## src/rtl/spi_upcounter_slave_rx.sv

```systemverilog
// SPI mode-0 slave receiver for the up-counter display link.
// Oversamples SCLK/MOSI/CS_N in the clk domain and assembles 16-bit frames
// of {run, clear, count[13:0]}. Frames whose count is legal are presented
// as registered count/run flags with one-cycle valid and clear strobes.
// Aborted or out-of-range frames raise a one-cycle error strobe.
module spi_upcounter_slave_rx #(
   parameter int DATA_WIDTH  = 16,
   parameter int CNT_WIDTH   = 14,
   parameter int COUNT_MAX   = 9999,
   parameter int SYNC_STAGES = 2
) (
   input  logic                 clk,
   input  logic                 reset,
   input  logic                 sclk,
   input  logic                 mosi,
   input  logic                 cs_n,
   output logic [CNT_WIDTH-1:0] o_count,
   output logic                 o_runstop,
   output logic                 o_clear,
   output logic                 o_valid,
   output logic                 o_frame_err
);

   localparam int                   BCW          = $clog2(DATA_WIDTH);
   localparam logic [BCW-1:0]       LP_LAST_BIT  = BCW'(DATA_WIDTH - 1);
   localparam logic [BCW-1:0]       LP_ONE       = BCW'(1);
   localparam logic [BCW-1:0]       LP_ZERO      = BCW'(0);
   localparam logic [CNT_WIDTH-1:0] LP_COUNT_MAX = CNT_WIDTH'(COUNT_MAX);

   typedef enum logic [1:0] {
      S_IDLE    = 2'd0,
      S_RECEIVE = 2'd1,
      S_DONE    = 2'd2
   } state_t;

   state_t r_state;
   state_t w_state_nxt;

   logic [SYNC_STAGES-1:0] r_sclk_sync;
   logic [SYNC_STAGES-1:0] r_mosi_sync;
   logic [SYNC_STAGES-1:0] r_cs_sync;
   logic                   r_sclk_d;
   logic                   r_cs_d;

   logic [DATA_WIDTH-1:0]  r_shift;
   logic [BCW-1:0]         r_bit_cnt;

   logic [CNT_WIDTH-1:0]   r_count;
   logic                   r_runstop;
   logic                   r_clear;
   logic                   r_valid;
   logic                   r_frame_err;

   logic [CNT_WIDTH-1:0]   w_count_nxt;
   logic                   w_runstop_nxt;
   logic                   w_clear_nxt;
   logic                   w_valid_nxt;
   logic                   w_frame_err_nxt;

   logic                   w_sclk;
   logic                   w_mosi;
   logic                   w_cs;
   logic                   w_sclk_rise;
   logic                   w_cs_fall;
   logic [CNT_WIDTH-1:0]   w_frame_cnt;

   assign w_sclk      = r_sclk_sync[SYNC_STAGES-1];
   assign w_mosi      = r_mosi_sync[SYNC_STAGES-1];
   assign w_cs        = r_cs_sync[SYNC_STAGES-1];
   assign w_sclk_rise = w_sclk & ~r_sclk_d;
   assign w_cs_fall   = ~w_cs & r_cs_d;
   assign w_frame_cnt = r_shift[CNT_WIDTH-1:0];

   // Input synchronizers plus one delay flop per edge-detected signal; idle levels on reset.
   always_ff @(posedge clk or negedge reset) begin
      if (!reset) begin
         r_sclk_sync <= {SYNC_STAGES{1'b0}};
         r_mosi_sync <= {SYNC_STAGES{1'b0}};
         r_cs_sync   <= {SYNC_STAGES{1'b1}};
         r_sclk_d    <= 1'b0;
         r_cs_d      <= 1'b1;
      end else begin
         r_sclk_sync <= {r_sclk_sync[SYNC_STAGES-2:0], sclk};
         r_mosi_sync <= {r_mosi_sync[SYNC_STAGES-2:0], mosi};
         r_cs_sync   <= {r_cs_sync[SYNC_STAGES-2:0], cs_n};
         r_sclk_d    <= w_sclk;
         r_cs_d      <= w_cs;
      end
   end

   // FSM state register.
   always_ff @(posedge clk or negedge reset) begin
      if (!reset) begin
         r_state <= S_IDLE;
      end else begin
         r_state <= w_state_nxt;
      end
   end

   // FSM next-state: chip select high always wins over a coincident SCLK edge.
   always_comb begin
      w_state_nxt = r_state;
      case (r_state)
         S_IDLE: begin
            if (w_cs_fall || !w_cs) begin
               w_state_nxt = S_RECEIVE;
            end else begin
               w_state_nxt = S_IDLE;
            end
         end
         S_RECEIVE: begin
            if (w_cs) begin
               w_state_nxt = S_IDLE;
            end else if (w_sclk_rise && (r_bit_cnt == LP_LAST_BIT)) begin
               w_state_nxt = S_DONE;
            end else begin
               w_state_nxt = S_RECEIVE;
            end
         end
         S_DONE: begin
            if (!w_cs) begin
               w_state_nxt = S_RECEIVE;
            end else begin
               w_state_nxt = S_IDLE;
            end
         end
         default: begin
            w_state_nxt = S_IDLE;
         end
      endcase
   end

   // Shift register and bit counter; bits are only taken while receiving with CS_N low.
   always_ff @(posedge clk or negedge reset) begin
      if (!reset) begin
         r_shift   <= {DATA_WIDTH{1'b0}};
         r_bit_cnt <= LP_ZERO;
      end else begin
         case (r_state)
            S_RECEIVE: begin
               if (w_cs) begin
                  r_bit_cnt <= LP_ZERO;
               end else if (w_sclk_rise) begin
                  r_shift <= {r_shift[DATA_WIDTH-2:0], w_mosi};
                  if (r_bit_cnt == LP_LAST_BIT) begin
                     r_bit_cnt <= LP_ZERO;
                  end else begin
                     r_bit_cnt <= r_bit_cnt + LP_ONE;
                  end
               end else begin
                  r_bit_cnt <= r_bit_cnt;
               end
            end
            default: begin
               r_bit_cnt <= LP_ZERO;
            end
         endcase
      end
   end

   // FSM output decode: next values of the registered outputs.
   // A CS_N release with no bits collected is the normal end of a frame that
   // already completed, so only a partially received frame counts as an abort.
   always_comb begin
      w_count_nxt     = r_count;
      w_runstop_nxt   = r_runstop;
      w_clear_nxt     = 1'b0;
      w_valid_nxt     = 1'b0;
      w_frame_err_nxt = 1'b0;
      case (r_state)
         S_RECEIVE: begin
            if (w_cs && (r_bit_cnt != LP_ZERO)) begin
               w_frame_err_nxt = 1'b1;
            end else begin
               w_frame_err_nxt = 1'b0;
            end
         end
         S_DONE: begin
            if (w_frame_cnt <= LP_COUNT_MAX) begin
               w_count_nxt   = w_frame_cnt;
               w_runstop_nxt = r_shift[DATA_WIDTH-1];
               w_clear_nxt   = r_shift[DATA_WIDTH-2];
               w_valid_nxt   = 1'b1;
            end else begin
               w_frame_err_nxt = 1'b1;
            end
         end
         default: begin
            w_frame_err_nxt = 1'b0;
         end
      endcase
   end

   // Output registers.
   always_ff @(posedge clk or negedge reset) begin
      if (!reset) begin
         r_count     <= {CNT_WIDTH{1'b0}};
         r_runstop   <= 1'b0;
         r_clear     <= 1'b0;
         r_valid     <= 1'b0;
         r_frame_err <= 1'b0;
      end else begin
         r_count     <= w_count_nxt;
         r_runstop   <= w_runstop_nxt;
         r_clear     <= w_clear_nxt;
         r_valid     <= w_valid_nxt;
         r_frame_err <= w_frame_err_nxt;
      end
   end

   assign o_count     = r_count;
   assign o_runstop   = r_runstop;
   assign o_clear     = r_clear;
   assign o_valid     = r_valid;
   assign o_frame_err = r_frame_err;

endmodule

```

## config.mk

```make
export PLATFORM = sky130hd
export DESIGN_NAME = spi_upcounter_slave_rx
export DESIGN_NICKNAME = d
export VERILOG_FILES = /design/src/rtl/spi_upcounter_slave_rx.sv
export SDC_FILE = /design/constraint.sdc
export NUM_CORES = 1
export LEC_CHECK = 0
export ABC_AREA = 1
export CAP_MARGIN = 20
export CORE_UTILIZATION = 45
export DETAILED_ROUTE_END_ITERATION = 10
export GPL_TIMING_DRIVEN = 0
export PLACE_DENSITY_LB_ADDON = 0.12
export SLEW_MARGIN = 25
export SYNTH_ARGS = -nofsm -noshare
export SYNTH_HDL_FRONTEND = slang
export SYNTH_SLANG_ARGS = --single-unit
```

## constraint.sdc

```tcl
create_clock -name clk -period 4.5 [get_ports clk]
set_input_delay 0.9 -clock clk [delete_from_list [all_inputs] [get_ports clk]]
set_output_delay 0.9 -clock clk [all_outputs]
set_load 0.01 [all_outputs]
```

==> results by group, run 1 <==
Worst setup path
  • Critical Path, Cell by Cell: clkdlybuf4s50_1
  • Reg2Reg Setup Slack: 2.89 ns
  • Cell with the biggest individual delay on the critical path: clkdlybuf4s50_1
  • Maximum cell stage delay along the critical path: 0.54 ns
  • Critical path capture point type: primary output
  • Arrival time at the worst endpoint: 1.20 ns
  • Kind of cell adding the most delay to the critical path: buffers and inverters
  • Required time of the critical path: 3.60 ns
  • Crit path launch type: register
  • CP Class: reg2out
  • Crit path max fanout: 2
  • Sum of buffers and inverters on the critical path: 1

Timing
  • Unrepaired setup endpoints after global routing: no
  • Ratio of final minimum period to clock period: 46.7%
  • Highest Clock Rate: 0.476 GHz
  • Final TNS setup: 0 ns
  • Final-report max-slew violation count: 0
  • Number of hold violations in the final report: 0
  • Min cycle time layout: 2.10 ns
  • Total setup violations reported at the end of the flow: 0
  • Slew headroom: 63.2%
  • Actual slew at the worst max-slew pin: 0.551 ns
  • Final clock skew: 0.00527 ns

Clock network
  • Total clock buffers created by CTS: 5
  • Clock transition at the registers of the reported paths: 0.08 ns
  • Cts-stage hold buffer count: 0
  • Clock sink count: 47
  • Post-CTS sizing: 0
  • Clock Tree Root: clkbuf_8
  • Maximum buffer depth of the clock tree: 2
  • Clock latency on the worst-skew pair: 0.29 ns
  • Number of setup buffers added after CTS: 0
  • H-tree lvl count: 2
  • TritonCTS clock tree: done

Yosys
  • Cell variety after synth: 25
  • Post-Synthesis Cell Area: 0.00201 mm²
  • Total number of yosys warnings: 0
  • Cell type with the highest aggregate area in the netlist: dfrtp_1
  • Seq cells post-synth: 47
  • Ranking of synthesized cells by area: dfrtp_1, mux2_4, nand2_1, nand3_1, ha_1
  • Fraction of the yosys area taken by sequential cells: 58.6%
  • Number of instances in the synthesized netlist: 176
  • Area share of the largest cell type after synthesis: 56.0%
  • Synthesized area per cell: 11.4 µm²
  • Synthesized net count: 187

Power and ir drop
  • Comb power frac: 9.7%
  • Peak supply drop: 0.288 mV
  • Clock network fraction of design power: 38.1%
  • Leakage: 1.24 nW
  • Switching share of power: 22.4%
  • Net switching component of the power: 0.209 mW
  • Part of the total power dissipated in sequential elements: 52.2%
  • Internal power component: 0.725 mW
  • Power density relative to cell area: 381 mW/mm²

Final layout
  • Most frequent standard cell in the layout excluding fill and tap cells: dfrtp_1
  • Fraction of layout instances using a drive strength above 1: 21.7%
  • Final layout net count: 217
  • Count of fill cells added during filler insertion: 366
  • Commonest cells after routing, fill and taps aside: dfrtp_1, nand2_1, clkdlybuf4s50_1
  • Filler-free cell count of the finished design: 257
  • Flip-flop and latch area: 0.00118 mm²
  • Area growth syn-to-layout: 21.8%
  • Antenna diode instance count: 0
  • Area of the multi-input gates: 716 µm²

Die
  • Width of the chip: 68.8 µm
  • Number of standard-cell rows in the floorplan: 23
  • Total core area: 0.00414 mm²
  • Number of placed I/O pins: 23
  • Height of the chip: 68.8 µm
  • Overall die area: 0.00474 mm²
  • Starting density of the core: 48.5%

Placement
  • GP Congestion: 0.816
  • Port-buffer cells: 22
  • Placed insts: 249
  • Hpwl dp: 2450 µm

Detailed routing
  • Via density: 4.94
  • Total DRC errors in the routed layout: 0
  • Post-DRT Antenna Nets: 0
  • Wire length after detailed routing: 3360 µm
  • Number of search-and-repair iterations in the first detailed-routing pass: 4
  • Detail-routed net length per standard cell: 13.1 µm
  • DR vias: 1269
  • Starting DRC count in detailed routing: 49

Global routing
  • Grt ovf: 0
  • Antenna violations before repair: 0
  • GRT Util Overall: 17.2%
  • Number of global-route vias before repair: 1303
  • Largest net degree at the start of global routing: 26
  • First-pass GRT wire length: 5810 µm

Worst hold path
  • Class of the tightest hold or removal check: reg2reg

Run
  • Max-capacitance violation count: 0

Status
  • Outcome: finished, final reports clean
## sequential cells by signal, indices dropped and copies added (netlist names), 2 cells and up
name,flops
r_shift,16
o_count,14
r_bit_cnt,4
r_cs_sync,2
r_mosi_sync,2
r_sclk_sync,2
r_state,2
## synthesized netlist by cell type
master / number
buf_12: 2
buf_6: 1
ha_1: 6
nor4_1: 1
buf_4: 1
buf_2: 1
nor2_1: 10
nor2_2: 1
nand2_4: 2
mux2_4: 10
inv_1: 13
o22ai_1: 1
nand2_1: 32
a21oi_1: 4
nand3_1: 20
nand2_8: 1
dfrtp_1: 45
buf_1: 1
o21ai_0: 5
dfstp_2: 2
nor3_1: 1
mux2_2: 2
nand2_2: 11
nor2_4: 2
a21boi_0: 1
## logic make-up after synthesis
logic type / count (synthesis) / share of synthesized area (%)
buffers and inverters: 19 / 5.79
AND/OR/NAND/NOR: 81 / 20.3
adder cells (fa/ha/maj): 6 / 3.73
flip-flops: 47 / 58.6
AO/OA/AOI/OAI: 11 / 2.92
multiplexers: 12 / 8.59
## through the flow
step           hold WS [ns]  util, %  power, mW  setup slack, ns  cell area (µm²)
2_1_floorplan         0.331        -      0.554             3.07             2010
3_3_place_gp          0.338     55.3      0.579             1.35             2290
3_5_place_dp          0.343     55.9      0.587             2.71             2320
4_1_cts               0.361     59.1      0.947             2.37             2450
5_1_grt               0.363     59.1      0.977             2.33             2450
6_report              0.360     59.1      0.933             2.40             2450
## metal layers
layer / GRT usage (%) / routed length (µm) / vias up / share of wire, %
met4: 7.40 / 57 / 0 / 1.7
met2: 30.3 / 1770 / 22 / 53
met3: 4.61 / 100 / 6 / 3.0
met1: 19.4 / 1440 / 622 / 43
li1: - / - / 619 / -
met5: 0 / 0 / - / 0
## path summary, 6_finish.rpt
path,end,cells after the start,start
hold / removal,r_cs_sync[1],0,r_cs_sync[0]
hold reg to reg,r_cs_sync[1],0,r_cs_sync[0]
setup reg to reg,o_count[11],6,r_state[0]
max in group asynchronous,r_cs_sync[0],2,reset
setup / recovery,o_count[11],1,o_count[11]
min in group asynchronous,o_count[10],1,reset
## power groups by stage
| stage | clock [mW] | combinational (mW) | sequential, mW |
|---|---|---|---|
| final | 0.356 | 0.0909 | 0.487 |
| after global placement | 0 | 0.0870 | 0.492 |
| after floorplan | 0 | 0.0678 | 0.486 |
| after global routing | 0.383 | 0.102 | 0.491 |
| after detailed placement | 0 | 0.0924 | 0.495 |
| after CTS | 0.366 | 0.0934 | 0.487 |
## final cells by class
cell class | instances | area share (%)
repair buffers | 23 | 9.91
clock buffers | 6 | 2.96
clock inverters | 2 | 2.45
plain buffers | 6 | 2.76
flip-flops and latches | 47 | 48.1
well taps | 50 | 2.55
multi-input cells | 110 | 29.2
inverters | 13 | 1.99
(Power assumes the default switching activity.)
==> inputs of run 2 (changes only) <==
Clock period 4.5 ns to 1.95 ns, I/O delays scaled along.
==> results of run 2 <==
Same layout as run 1 (identical final DEF). Status: finished, final reports clean.
Main changes from that run: setup slack after placement 2.71 ns -> 0.370 ns; setup slack after layout 2.40 ns -> 0.338 ns; hold slack 0.360 ns -> 0.0758 ns; start point of the critical path o_count[11] -> r_state[0]; register-to-register setup slack 2.89 ns -> 0.34 ns; total power 0.933 mW -> 2.15 mW; worst IR drop on VDD 0.288 mV -> 0.664 mV
